## config.mk

```make
export PLATFORM = sky130hd
export DESIGN_NAME = serial_add_unit
export DESIGN_NICKNAME = d
export VERILOG_FILES = /design/src/rtl/serial_add_unit.sv
export SDC_FILE = /design/constraint.sdc
export NUM_CORES = 1
export LEC_CHECK = 0
export ABC_AREA = 1
export CORE_ASPECT_RATIO = 1.1
export CORE_MARGIN = 2
export CORE_UTILIZATION = 50
export DETAILED_ROUTE_END_ITERATION = 8
export GPL_TIMING_DRIVEN = 0
export HOLD_SLACK_MARGIN = 0.05
export PLACE_DENSITY = 0.78
export SKIP_CTS_REPAIR_TIMING = 1
export SLEW_MARGIN = 0
export SYNTH_ARGS = -nofsm -noshare
export SYNTH_HDL_FRONTEND = slang
export SYNTH_SLANG_ARGS = --single-unit
```

## constraint.sdc

```tcl
create_clock -name clk -period 3.15 [get_ports clk]
set_clock_uncertainty 0.15 [all_clocks]
set_input_delay 0.315 -clock clk [delete_from_list [all_inputs] [get_ports clk]]
set_output_delay 0.315 -clock clk [all_outputs]
set_load 0.05 [all_outputs]
```

## src/rtl/serial_add_unit.sv

```systemverilog
// serial_add_unit: bit-serial adder (optionally add/subtract), one result bit per clock, LSB first.
// Latency: done pulses WIDTH+1 cycles after the start-accept edge; busy is high for WIDTH cycles.
// Backpressure: none; start is only honoured in IDLE, and requests in SHIFT/DONE are dropped.
//
// Optional feature macro: SERIAL_SUB_EN adds port sub and the borrow datapath (a - b - cin).
//
// Ports:
//   clk, rst        clock; synchronous active-high reset
//   start           operation request, sampled only in IDLE
//   a, b, cin       operands and carry/borrow-in, captured on the accept edge
//   sub             1 = subtract (only with SERIAL_SUB_EN)
//   sum, cout       registered result word and final carry/borrow-out
//   busy, done      busy while shifting; done is a one-cycle valid pulse
module serial_add_unit #(
  parameter int WIDTH = 8
) (
  input  logic             clk,
  input  logic             rst,
  input  logic             start,
  input  logic [WIDTH-1:0] a,
  input  logic [WIDTH-1:0] b,
  input  logic             cin,
`ifdef SERIAL_SUB_EN
  input  logic             sub,
`endif
  output logic [WIDTH-1:0] sum,
  output logic             cout,
  output logic             busy,
  output logic             done
);

  localparam int CW = (WIDTH > 2) ? $clog2(WIDTH) : 1;

  localparam logic [1:0] IDLE  = 2'd0;
  localparam logic [1:0] SHIFT = 2'd1;
  localparam logic [1:0] DONE  = 2'd2;

  logic [1:0]       state_q, state_d;
  logic [WIDTH-1:0] a_q, a_d;
  logic [WIDTH-1:0] b_q, b_d;
  logic             c_q, c_d;
  logic [CW-1:0]    cnt_q, cnt_d;
  logic [WIDTH-1:0] sum_q, sum_d;
  logic             cout_q, cout_d;

  logic             s_bit;
  logic             c_next;
  logic             last_bit;

  // Operand registers shift right each step, so bit 0 is always the bit in flight.
  assign s_bit    = a_q[0] ^ b_q[0] ^ c_q;
  assign last_bit = (cnt_q == CW'(WIDTH - 1));

`ifdef SERIAL_SUB_EN
  logic sub_q, sub_d;

  always_comb begin
    if (sub_q) begin
      c_next = (~a_q[0] & b_q[0]) | (~(a_q[0] ^ b_q[0]) & c_q);
    end else begin
      c_next = (a_q[0] & b_q[0]) | (a_q[0] & c_q) | (b_q[0] & c_q);
    end
  end
`else
  assign c_next = (a_q[0] & b_q[0]) | (a_q[0] & c_q) | (b_q[0] & c_q);
`endif

  always_comb begin
    state_d = state_q;
    a_d     = a_q;
    b_d     = b_q;
    c_d     = c_q;
    cnt_d   = cnt_q;
    sum_d   = sum_q;
    cout_d  = cout_q;
`ifdef SERIAL_SUB_EN
    sub_d   = sub_q;
`endif
    case (state_q)
      IDLE: begin
        if (start) begin
          a_d     = a;
          b_d     = b;
          c_d     = cin;
          cnt_d   = '0;
`ifdef SERIAL_SUB_EN
          sub_d   = sub;
`endif
          state_d = SHIFT;
        end
      end
      SHIFT: begin
        // New bit enters at the MSB; after WIDTH shifts bit i sits at sum[i].
        sum_d = {s_bit, sum_q[WIDTH-1:1]};
        a_d   = a_q >> 1;
        b_d   = b_q >> 1;
        c_d   = c_next;
        cnt_d = cnt_q + 1'b1;
        if (last_bit) begin
          cout_d  = c_next;
          state_d = DONE;
        end
      end
      DONE: begin
        state_d = IDLE;
      end
      default: begin
        state_d = IDLE;
      end
    endcase
  end

  always_ff @(posedge clk) begin
    if (rst) begin
      state_q <= IDLE;
      a_q     <= '0;
      b_q     <= '0;
      c_q     <= 1'b0;
      cnt_q   <= '0;
      sum_q   <= '0;
      cout_q  <= 1'b0;
`ifdef SERIAL_SUB_EN
      sub_q   <= 1'b0;
`endif
    end else begin
      state_q <= state_d;
      a_q     <= a_d;
      b_q     <= b_d;
      c_q     <= c_d;
      cnt_q   <= cnt_d;
      sum_q   <= sum_d;
      cout_q  <= cout_d;
`ifdef SERIAL_SUB_EN
      sub_q   <= sub_d;
`endif
    end
  end

  assign sum  = sum_q;
  assign cout = cout_q;
  assign busy = (state_q == SHIFT);
  assign done = (state_q == DONE);

endmodule
```

== Word-level counts from Yosys, hierarchy flattened ==
Cells that the tools add are included.

* $add $sub $neg: 1
* Eq/ne operators: 5
* Multiplexer cells: 11
* Bitwise operators: 7
* Reduce and logical (&&, ||, !) cells: 5

{| class="wikitable"
|+ Operator list
! operator !! number
|-
| 8-bit one-hot mux with 2 select lines || 2
|-
| 8-bit 2-to-1 mux || 2
|-
| 3-bit one-hot mux with 2 select lines || 1
|-
| 2-bit AND reduction || 3
|-
| 2-bit 2-to-1 mux || 2
|-
| 2-bit one-hot mux with 2 select lines || 1
|-
| 3-bit by 1-bit adder with 3-bit output (second input constant) || 1
|-
| 1-bit bitwise AND || 3
|-
| 3-bit == test (second input constant) || 1
|-
| 3-bit 2-to-1 mux || 1
|-
| 2-bit by 1-bit == test with 1-bit output (second input constant) || 1
|-
| 2-bit == test (second input constant) || 1
|-
| 2-bit zero test || 1
|-
| 2-bit by 1-bit != test with 1-bit output (second input constant) || 1
|-
| 2-bit != test (second input constant) || 1
|-
| 1-bit bitwise OR || 2
|-
| 1-bit one-hot mux with 2 select lines || 1
|-
| 2-bit nonzero test || 1
|-
| 1-bit XOR || 2
|-
| 1-bit 2-to-1 mux || 1
|}

* Register bits: 31
* Input bits: 20
* Output and inout bits: 11
* Word-level logic and storage cells: 36

== Depth between registers and ports, before layout ==
Gate-level depths: netlist of the first run.

* Depth in word-level cells: 4
* Mapped depth: 7
* Mapped depth without buffers: 6

== Worst setup path before layout of the first run ==
Ideal clock, no wire load.

* Kind: register to output
* From: reg state_q[1]
* To: out done
* Data arrival time: 1072 ps
* Data required time: 2685 ps
* Slack: 1613 ps
* Stages on the path, launching flop included: 3
* Buffers on the path: 0
* Cell sequence: dfxtp_1 -> inv_1 -> nor2_1

* Longest elaborated chain between the ends: 1

{| class="wikitable"
|+ RTL lines
! item !! line !! source
|-
| from (decl) || 38 || <nowiki>logic [1:0] state_q, state_d;</nowiki>
|-
| from (signal assigned) || 126 || <nowiki>state_q <= state_d;</nowiki>
|-
| 2-bit == test || 142 || <nowiki>assign done = (state_q == DONE);</nowiki>
|-
| to (decl) || 29 || <nowiki>output logic done</nowiki>
|}

No other way between the ends.

== Final worst setup path of the first run ==
* From: reg state_q[0]
* To: out busy

* Longest elaborated chain between the ends: 1

{| class="wikitable"
|+ RTL lines
! item !! line !! source
|-
| 2-bit by 1-bit == test with 1-bit output || 141 || <nowiki>assign busy = (state_q == SHIFT);</nowiki>
|-
| to (decl) || 28 || <nowiki>output logic busy,</nowiki>
|}

No other way between the ends.

==> flow_summary_export.csv, run 1 <==
group,metric,value,unit
floorplanning,ios,31,
timing,tightestPinTransition,491,ps
setup_path,r2r-start,"state_q[1]",
timing,finalCritPeriodShare,77.2,%
setup_path,cp-end-kind,"primary output",
grt,grt_max_degree,11,
pwr,power.share.switching,29.5,%
placed_design,hpwl,1960,um
logic_synthesis,yosysWarnings,0,
routing,drc_errors,0,
routing,routedWlPerCell,9.34,um
logic_synthesis,synth_simple_gate_area_share,38.1,%
placed_design,dp_worst_setup_slack,1060,ps
routing,final_antenna_net_count,0,
finish,final_area,1850,um^2
finish,area_growth,28.5,%
timing,drv_slew,0,
worst_hold_path,whs_path_depth,2,
cts,clkSinkCount,31,
grt,gr-total-overflow,0,
pwr,clockPowerShare,28.8,%
routing,via_per_inst,4.55,
setup_path,crit_cells,4,
run_status,outcome,"finished clean",
worst_hold_path,worstHoldEndpoint,"cnt_q[1]",
cts,cts.reportedPaths.clkPinSlew,90,ps
timing,tns,0,ps
finish,layout-drive-gt1-share,6.46,%
timing,hold_viol_final,0,
setup_path,cp.required,2680,ps
logic_synthesis,synth_cell_type_count,16,
cts,htree_levels,2,
worst_hold_path,hold_class,"flop to flop",
timing,period_needed,2430,ps
logic_synthesis,synth-xor-area-share,0,%
cts,cts-root-buf,"clkbuf_4",
logic_synthesis,synth_area_per_cell,6.40,um^2
logic_synthesis,synth-seq-cells,31,
setup_path,rrSetupSlack,1710,ps
pwr,max-vdd-ir-drop,0.000332,V
logic_synthesis,synth_compound_area_share,5.39,%
logic_synthesis,syn_nets,248,
worst_hold_path,hp-start,"cnt_q[1]",
setup_path,crit_arrival,1970,ps
floorplanning,die_y,60.3,um
grt,grt_pass1_wl,4450,um
pwr,leakage,0.000887,uW
placed_design,gp_congestion,0.767,
pwr,combPwrFrac,22.9,%
logic_synthesis,syn_area,1440,um^2
routing,route.vias.total,1346,
timing,holdWs,322,ps
grt,grt_pass1_vias,1035,
routing,wirelength,2760,um
setup_path,crit_buf_inv,3,
cts,cts_buffer_depth,2,
routing,drtIter0Drc,21,
setup_path,worstReg2RegEnd,"b_q[6]",
timing,relSlewSlack,67.2,%
timing,fin_ws,718,ps
finish,n_antenna_cell,0,
grt,grt_usage,19.2,%
timing,rsz0062_at_grt,"no",
pwr,powerDensity,490,nW/um^2
run,maxCapViolCount,0,
setup_path,crit_fanout,10,
setup_path,start_kind,"flop",
cts,cts_made_buffers,5,
floorplanning,die-area,3330,um^2
setup_path,crit_family,"buffers and inverters",
logic_synthesis,synth.mux.area_fraction,0,%
logic_synthesis,synth_top_family_by_area,"simple AND/OR/NAND/NOR gates",
finish,nets,285,
timing,fmax,411,MHz
placed_design,place_area,1780,um^2
logic_synthesis,yosys.area_share.adder,3.13,%
pwr,p_sw,268,uW
setup_path,crit_slowest_cell,"clkdlybuf4s50_1",
pwr,p_seq_share,48.3,%
routing,drt-pass1-iter-count,4,
setup_path,cpPeakStageDelay,810,ps
placed_design,portBuffers,30,
cts,clk_latency,320,ps
setup_path,reg2reg_depth,7,
setup_path,critPathKind,"flop to primary output",
floorplanning,chipWidth,55.2,um
cts,tritoncts,"done",
grt,antenna_found_initial,0,
floorplanning,rows,20,
logic_synthesis,synth_cells,225,
floorplanning,core_region_area,2750,um^2
floorplanning,start_util,52.3,%
pwr,p_int,639,uW
setup_path,path_cells,"inv_1 -> nor2_2 -> buf_4 -> clkdlybuf4s50_1",
timing,finalSetupViolations,0,
logic_synthesis,seq_area_frac_synth,43.1,%
-- metrics by stage --
stage	power, uW	instances	util (%)
after floorplan	586	225	-
after global placement	652	288	64.7
after detailed placement	655	288	64.7
after CTS	917	296	67.2
after global routing	963	296	67.2
final	906	296	67.2
-- cells by family (layout without fill, tap and decap cells) --
family,Yosys count,count (layout)
AO/OA/AOI/OAI,15,15
adder cells (fa/ha/maj),3,3
buffers and inverters,32,70
flip-flops,31,31
AND/OR/NAND/NOR,144,144
-- registers in the layout, indices dropped and copies added, names as in the netlist --
| name | flops |
|---|---|
| cnt_q | 3 |
| sum | 8 |
| b_q | 8 |
| c_q | 1 |
| a_q | 8 |
| state_q | 2 |
| cout | 1 |
-- area by class of cell --
class	instances	area [um^2]
fill	265	902
sequential	31	621
multi-input combinational	162	672
clock buffer	8	68.8
buffer	10	65.1
tap	33	41.3
inverter	22	82.6
timing repair buffer	30	300
-- tightest hold or removal path, stage by stage, from the launching register on --
cell     delay (ps)
dfxtp_1         320
nand2_1          60
a21oi_1          50
-- power groups by stage --
stage	combinational [uW]	clock (uW)	sequential, uW
detailed placement	207	0	448
finish	207	261	438
global placement	205	0	447
CTS	208	270	438
floorplan	111	0	476
global route	231	290	443
-- cells in the final DEF, fill, tap and decap left out, types with 3 or more instances in the layout --
cell type	Yosys	routed
a21oi_1	4	4
buf_2	4	4
clkbuf_1	2	3
clkbuf_4	0	5
clkdlybuf4s50_1	0	30
dfxtp_1	31	31
inv_1	22	22
nand2_1	71	71
nand3_1	3	3
nor2_1	68	68
o21ai_0	10	10
-- cells in the mapped netlist --
cell / n / area (um^2)
o21a_1: 1 / 7.51
ha_1: 2 / 25.0
nor2_2: 1 / 6.26
buf_6: 2 / 22.5
buf_4: 2 / 15.0
clkbuf_1: 2 / 7.51
a21oi_1: 4 / 20.0
inv_1: 22 / 82.6
nor2_1: 68 / 255
dfxtp_1: 31 / 621
o21ai_0: 10 / 50.1
nand2_2: 1 / 6.26
fa_1: 1 / 20.0
nand3_1: 3 / 15.0
buf_2: 4 / 20.0
nand2_1: 71 / 267
-- per-layer routing --
layer	up-vias	part of all wire [%]	track usage, %
met5	-	0	0
li1	744	-	-
met3	7	5.4	7.50
met2	25	44	28.6
met1	570	49	24.5
met4	0	1.8	8.36
-- worst max-delay path by stage --
stage / startpoint / end / slack [ps]
after floorplan: state_q[1] / done / 1610
after global placement: state_q[0] / busy / 1070
after detailed placement: state_q[0] / busy / 1060
after CTS: state_q[0] / busy / 690
after global routing: state_q[0] / busy / 600
final: state_q[0] / busy / 720
Note: power is estimated with default switching activity, not from simulation.
==> run 2, diff against run 1 <==
Settings changed: CORE_UTILIZATION 50 to 49, PLACE_DENSITY 0.78 to 0.76.
Clock period 3.15 ns to 2.3 ns, I/O delays scaled along.
==> flow_summary_export.csv, run 2 (synthesis results as in run 1) <==
group,metric,value,unit
routing,drtIter0Drc,23,
setup_path,crit_slowest_cell,"clkdlybuf4s50_1",
cts,cts_made_buffers,5,
cts,tritoncts,"done",
setup_path,crit_fanout,4,
setup_path,start_kind,"flop",
timing,relSlewSlack,66.5,%
cts,cts-root-buf,"clkbuf_4",
finish,area_growth,27.5,%
routing,routedWlPerCell,9.56,um
worst_hold_path,worstHoldEndpoint,"a_q[7]",
floorplanning,core_region_area,2780,um^2
grt,grt_pass1_wl,4750,um
timing,finalCritPeriodShare,90.5,%
pwr,p_seq_share,50.5,%
floorplanning,rows,20,
pwr,combPwrFrac,23.8,%
finish,seqCellArea,621,um^2
pwr,totalPowerFinal,1190,uW
pwr,powerDensity,646,nW/um^2
pwr,p_sw,379,uW
floorplanning,die-area,3390,um^2
floorplanning,ios,31,
finish,nets,285,
floorplanning,start_util,51.8,%
setup_path,path_cells,"inv_1 -> nor2_1 -> clkdlybuf4s50_1",
worst_hold_path,hold_class,"flop to flop",
routing,drc_errors,0,
setup_path,critPathKind,"flop to primary output",
pwr,max-vdd-ir-drop,0.000429,V
setup_path,worstReg2RegEnd,"a_q[6]",
timing,rsz0062_at_grt,"no",
placed_design,place_area,1780,um^2
routing,drt-pass1-iter-count,4,
run_status,outcome,"finished clean",
finish,layout_commonest_cell,"nand2_1",
grt,antenna_found_initial,0,
grt,grt_pass1_vias,1085,
finish,num-fill-cells,266,
finish,n_antenna_cell,0,
finish,layout-drive-gt1-share,6.84,%
floorplanning,chipWidth,55.7,um
placed_design,placed_cells,288,
floorplanning,die_y,60.9,um
setup_path,r2r-start,"state_q[1]",
timing,fin_ws,219,ps
timing,period_needed,2080,ps
routing,wirelength,2830,um
setup_path,cp-end-kind,"primary output",
setup_path,cp.required,1920,ps
routing,final_antenna_net_count,0,
setup_path,rrSetupSlack,900,ps
cts,clk_latency,330,ps
pwr,leakage,0.000897,uW
placed_design,dp_worst_setup_slack,291,ps
timing,hold_viol_final,0,
placed_design,gp_congestion,0.781,
worst_hold_path,hp-start,"a_q[7]",
cts,cts.reportedPaths.clkPinSlew,90,ps
grt,grt_usage,18.5,%
timing,drv_slew,0,
setup_path,reg2reg_depth,6,
routing,via_per_inst,4.43,
run,maxCapViolCount,0,
setup_path,cpPeakStageDelay,800,ps
pwr,power.share.switching,31.9,%
finish,multiInputGateArea,672,um^2
placed_design,portBuffers,30,
pwr,p_int,808,uW
finish,final_cell_mix,"71 x nand2_1, 68 x nor2_1, 31 x dfxtp_1, 29 x clkdlybuf4s50_1, 22 x inv_1",
worst_hold_path,whs_path_depth,2,
pwr,clockPowerShare,25.7,%
routing,route.vias.total,1312,
grt,gr-total-overflow,0,
setup_path,crit_arrival,1700,ps
placed_design,hpwl,1970,um
cts,htree_levels,2,
cts,cts_buffer_depth,2,
finish,final_area,1840,um^2
timing,tightestPinTransition,502,ps
grt,grt_max_degree,11,
finish,instances_no_fill,296,
cts,clkSinkCount,31,
timing,fmax,481,MHz
timing,finalSetupViolations,0,
run 2: changes by cell type in the layout (fill, tap and decap cells not counted), sizes merged:
cell,change
clkdlybuf4s50,-1
clkinv,+3
dlymetal6s2s,+1
clkbuf,-3
run 2: worst max-delay path, delay by kind of cell (launching register included):
family	cells	cell delay (ps)
buffers and inverters	2	900
flip-flops	1	380
AND/OR/NAND/NOR	1	100
run 2: cell type report:
type / count / area share (%)
plain buffers: 10 / 3.54
clock buffers: 5 / 2.04
clock inverters: 3 / 0.817
inverters: 22 / 4.50
multi-input cells: 162 / 36.6
flip-flops and latches: 31 / 33.8
well taps: 33 / 2.25
repair buffers: 30 / 16.5
run 2: routing by layer:
metal	up-vias	part of all wire (%)	global-route usage, %
met5	-	0	0
met4	0	1.8	11.5
met3	5	3.9	4.69
met2	23	44	30.1
met1	543	50	22.4
li1	741	-	-
run 2: power by group through the flow:
stage | Clock (uW) | Sequential [uW] | Combinational [uW]
floorplan | 0 | 651 | 151
global placement | 0 | 612 | 281
detailed placement | 0 | 613 | 283
CTS | 312 | 600 | 284
global route | 336 | 605 | 317
finish | 305 | 600 | 282
run 2: worst max-delay path by stage:
stage	endpoint	from	slack (ps)	cells past startpoint
5_1_grt	done	state_q[1]	70	3
3_5_place_dp	busy	state_q[0]	290	4
4_1_cts	busy	state_q[0]	-70	4
3_3_place_gp	busy	state_q[0]	300	4
2_1_floorplan	done	state_q[1]	850	2
6_report	done	state_q[1]	220	3
run 2: metrics by stage:
step / hold slack (ps) / TNS [ps] / utilization [%]
global placement: 302 / 0 / 64.1
CTS: 318 / -65.2 / 66.0
floorplan: 149 / 0 / -
global route: 328 / 0 / 66.1
detailed placement: 308 / 0 / 64.1
finish: 317 / 0 / 66.1
==> variant 1, RTL diff (flow settings as in run 2) <==
`a_q`, `b_q` and `sum_q` no longer have a reset.
--- a/src/rtl/serial_add_unit.sv
+++ b/src/rtl/serial_add_unit.sv
@@ -113,27 +113,27 @@
   always_ff @(posedge clk) begin
     if (rst) begin
       state_q <= IDLE;
-      a_q     <= '0;
-      b_q     <= '0;
       c_q     <= 1'b0;
       cnt_q   <= '0;
-      sum_q   <= '0;
       cout_q  <= 1'b0;
 `ifdef SERIAL_SUB_EN
       sub_q   <= 1'b0;
 `endif
     end else begin
       state_q <= state_d;
-      a_q     <= a_d;
-      b_q     <= b_d;
       c_q     <= c_d;
       cnt_q   <= cnt_d;
-      sum_q   <= sum_d;
       cout_q  <= cout_d;
 `ifdef SERIAL_SUB_EN
       sub_q   <= sub_d;
 `endif
     end
+  end
+
+  always_ff @(posedge clk) begin
+    a_q   <= a_d;
+    b_q   <= b_d;
+    sum_q <= sum_d;
   end
 
   assign sum  = sum_q;
Formal check against the unedited RTL: differs if rst is asserted again (counterexample within 4 cycles, from zero or initial values and one cycle with rst high); with rst held inactive, the same outputs for 10 cycles.
==> variant 1 against run 2 <==
  * Total power shrank 5.0%
  * Setup slack improved by 0.046 ns
  * Critical path depth up 1
  * Routed wire length down 32%
  * First-iteration DRC count fell by 78%
  * Synthesized area is 13% lower
  * Sequential cell count stayed put
  * Clock power shrank 6.9%
  * Final area down 11%
  * Core utilization rose by 0.81 points
  * Critical path type unchanged
==> variant 1: results (changes against run 2) <==
[flow_run]
cap_violations = 0  ; unchanged

[yosys]
synth_compound_area_share_pct = 2.71  ; -2.7 points
synth_common_cells = nand2_1, edfxtp_1, nor2_1, inv_1, dfxtp_1
synth-edff-count = 24  ; +24
synth-seq-area-share_pct = 68.9  ; +26 points
synth.distinct_cells = 15  ; -1
synth-adder-area-share_pct = 3.61  ; +0.48 points
synth_area_leaders = edfxtp_1, nand2_1, dfxtp_1
ys.flop_type = edfxtp_1
syn_inst = 118  ; -48%
synth_fp_nets = 141  ; -43%
synth_xor_area_share_pct = 0  ; unchanged
synth_warnings = 0  ; unchanged

[global_route]
grt_pass1_vias = 869  ; -20%
grt_pass1_wl_um = 3490  ; -27%
track_usage_pct = 16.5  ; -2.1 points
grt_antenna_before_repair = 0  ; unchanged
global_route.usage.met3_pct = 7.07  ; +2.4 points
grtUsageMet2_pct = 25.9  ; -4.2 points
grt_max_degree = 19  ; +8
use_met1_pct = 20.0  ; -2.4 points

[worst_setup_path]
r2r-end = a_q[6]
cp-startpoint = state_q[0]
slowest_stage = dlymetal6s2s_1
cp_max_fo = 18  ; +14
crit_path_max_incr_delay_ns = 0.45  ; -0.35 ns
endpoint = busy
cp.arrival_ns = 1.65  ; -0.05 ns
reg2reg_depth = 2  ; -4
ff2ff_setup_slack_ns = 0.74  ; -0.16 ns

[routing]
wl_per_cell_um = 10.3  ; +8.0%
wirelength_met1_um = 832  ; -42%
met2_length_um = 933  ; -25%
num_vias = 862  ; -34%
drtIter0Drc = 5  ; -78%
wl_met3_um = 119  ; +9.2%

[layout]
layout-drive-gt1-share_pct = 7.05  ; +0.21 points
finalNonFillerCells = 187  ; -37%
num-nets-final = 178  ; -38%

[worst_hold_path]
hold_class = flip-flop to flip-flop
min_to = sum[3]
min_path_cells = 0  ; -2
hold_start = sum[4]

[pwr]
peakVddDrop_mv = 0.509  ; +19%
switching_power_mw = 0.284  ; -25%
power.leakage_nw = 0.714  ; -20%

[timing]
tightest_slew_ns = 0.603  ; +0.101 ns
drv_slew = 0  ; unchanged
hold_ws_ns = 0.311  ; -0.00639 ns

[clocking]
cts_sinks = 31  ; unchanged
ctsRootBufferMaster = clkbuf_4
clk_latency_ns = 0.32
clk_pin_slew_ns = 0.09  ; about the same

[status]
status = finished clean

[placed_design]
gp_congestion = 0.795  ; +1.9%
dpl.hpwl_um = 1460  ; -26%

==> variant 1: cell type report <==
class / count / area (um^2)
Clock buffer: 6 / 41.3
Fill cell: 199 / 810
Timing Repair Buffer: 30 / 303
Inverter: 11 / 42.5
Multi-Input combinational cell: 73 / 322
Sequential cell: 31 / 861
Clock inverter: 2 / 7.51
Buffer: 3 / 23.8
Tap cell: 31 / 38.8
==> variant 1: metrics by stage <==
step | area, um^2 | setup slack (ns)
after detailed placement | 1590 | 0.212
after global placement | 1590 | 0.208
final | 1640 | 0.266
after CTS | 1640 | -0.153
after global routing | 1640 | 0.148
after floorplan | 1250 | 0.894
==> variant 1: power by group through the flow <==
stage	registers [mW]	logic [mW]	clock network (mW)
after floorplan	0.721	0.0665	0
after global placement	0.689	0.165	0
after detailed placement	0.691	0.170	0
after CTS	0.678	0.171	0.294
after global routing	0.684	0.186	0.320
final	0.677	0.167	0.284
==> variant 2, RTL diff (flow settings as in run 2) <==
Without the edit above. `WIDTH`: 8 -> 4.
--- a/src/rtl/serial_add_unit.sv
+++ b/src/rtl/serial_add_unit.sv
@@ -12,7 +12,7 @@
 //   sum, cout       registered result word and final carry/borrow-out
 //   busy, done      busy while shifting; done is a one-cycle valid pulse
 module serial_add_unit #(
-  parameter int WIDTH = 8
+  parameter int WIDTH = 4
 ) (
   input  logic             clk,
   input  logic             rst,
Interface: changed (resized a, b and sum); port bits go from 31 to 19. No check against the original RTL was run, so the function may have changed too.
==> variant 2 against run 2 <==
  * Fmax shrank 5.8%
  * Total power decreased by 40%
  * Sequential cell count is 13 lower
  * Largest cell class unchanged
  * Die area down 39%
  * Synthesized area down 42%
  * Routed wire length is 41% lower
  * Synthesized cell count shrank 44%
  * Cell count shrank 44%
  * Count of clock-buffer cells in the layout decreased by 1
  * Largest power group unchanged
  * Final area fell by 41%
  * Setup slack lost 0.13 ns
==> variant 2: results (changes against run 2) <==
[clocking]
clk_latency_ns = 0.30  ; -0.03 ns
cts-buffers-inserted = 3  ; -2
clk_pin_slew_ns = 0.10
cts_max_path_buffers = 2  ; unchanged
htree_levels = 1  ; -1
ctsRootBufferMaster = clkbuf_4

[yosys]
synth.distinct_cells = 16  ; unchanged
synth_xor_area_share_pct = 0  ; unchanged
synth_common_cells = nand2_1, nor2_1, dfxtp_1, inv_1, o21ai_0
ys.flop_type = dfxtp_1
synth_fp_nets = 140  ; -44%
synth_warnings = 0  ; unchanged
synth_mux_area_share_pct = 0  ; unchanged
synth_compound_area_share_pct = 6.28  ; +0.89 points
yosysTopAreaCell = dfxtp_1
synth-seq-area-share_pct = 43.0  ; -0.044 points
synth-adder-area-share_pct = 3.89  ; +0.76 points
synth_area_leaders = dfxtp_1, nand2_1, nor2_1
synth_async_sr_flop_share_pct = 0  ; unchanged

[routing]
routed_wl_um = 1660  ; -41%
drtIter0Drc = 15  ; -35%
drt_first_pass_iters = 4  ; unchanged
avgViaCountPerCell = 4.76  ; +7.3%

[global_route]
grt_max_degree = 11  ; unchanged
grt_antenna_before_repair = 0  ; unchanged
grt_pass1_vias = 611  ; -44%
grt_pass1_wl_um = 2550  ; -46%
overflow = 0  ; unchanged
track_usage_pct = 17.0  ; -1.5 points

[placed_design]
io_buffer_count = 18  ; -40%
gp_congestion = 0.761  ; -2.6%
dpl.hpwl_um = 1220  ; -38%

[pwr]
power.leakage_nw = 0.503  ; -44%
peakVddDrop_mv = 0.299  ; -30%

[worst_hold_path]
min_path_cells = 2  ; unchanged
hold_start = cout
min_to = cout
hold_class = flip-flop to flip-flop

[timing]
tightest_slew_ns = 0.492  ; -0.00975 ns
hold_ws_ns = 0.322  ; +0.00480 ns

[worst_setup_path]
reg2reg_depth = 5  ; -1
r2r-end = c_q
slowest_stage = clkdlybuf4s50_1
crit_family = buffers and inverters
reg2reg_from = a_q[0]
ff2ff_setup_slack_ns = 1.02  ; +0.12 ns
crit_path_max_incr_delay_ns = 0.83  ; +0.03 ns
cp_max_fo = 8  ; +4

[status]
status = finished clean

[layout]
num-nets-final = 163  ; -43%
antenna_cells = 0  ; unchanged
fill_cells = 140  ; -47%
layout-drive-gt1-share_pct = 8.11  ; +1.3 points

[flow_run]
cap_violations = 0  ; unchanged

-- variant 2: worst max-delay path by stage --
stage                    start   end  slack, ns  cells after the start
global route        state_q[0]  busy      0.008                      3
floorplan           state_q[1]  done       0.83                      2
finish              state_q[0]  busy       0.09                      3
detailed placement  state_q[0]  busy       0.44                      3
global placement    state_q[0]  busy       0.44                      3
CTS                 state_q[0]  busy       0.09                      3
-- variant 2: kinds of logic after synthesis --
family	after synthesis
simple gates	78
fa+ha+maj	2
buf+inv	18
compound gates	10
flops	18
-- variant 2: worst reg2reg max path, cell delays in order (launching register included) --
cell and delay [ns]:
dfxtp_1 0.34, fa_1 0.45, inv_1 0.07, nor2_1 0.04
nor2_1 0.10, nor2_1 0.04
-- variant 2: routing by layer --
metal	GRT usage (%)	wire, um
met5	0	0
met4	5.45	19
met2	29.9	782
met3	3.46	52
met1	21.2	806
-- variant 2: cell type report --
type	count	area [um^2]	share of cell area, %
repair buffers	18	180	16.8
clock buffers	4	36.3	3.38
multi-input cells	90	399	37.1
flip-flops and latches	18	360	33.5
plain buffers	4	25.0	2.33
inverters	14	52.6	4.89
well taps	17	21.3	1.98
-- variant 2: stage by stage --
stage / worst slack [ns] / power, mW / std cells / area [um^2]
floorplan: 0.830 / 0.462 / 126 / 837
global placement: 0.439 / 0.513 / 161 / 1040
detailed placement: 0.435 / 0.517 / 161 / 1040
CTS: 0.0904 / 0.711 / 165 / 1070
global route: 0.00784 / 0.741 / 165 / 1070
finish: 0.0924 / 0.707 / 165 / 1070
-- variant 2: report_power, final --
| group | switching [mW] | total, mW | internal, mW | leakage, nW |
|---|---|---|---|---|
| combinational | 0.0943 | 0.160 | 0.0655 | 0.334 |
| clock | 0.101 | 0.198 | 0.0966 | 0.0210 |
| sequential | 0.0138 | 0.349 | 0.335 | 0.148 |
| total | 0.210 | 0.707 | 0.497 | 0.503 |
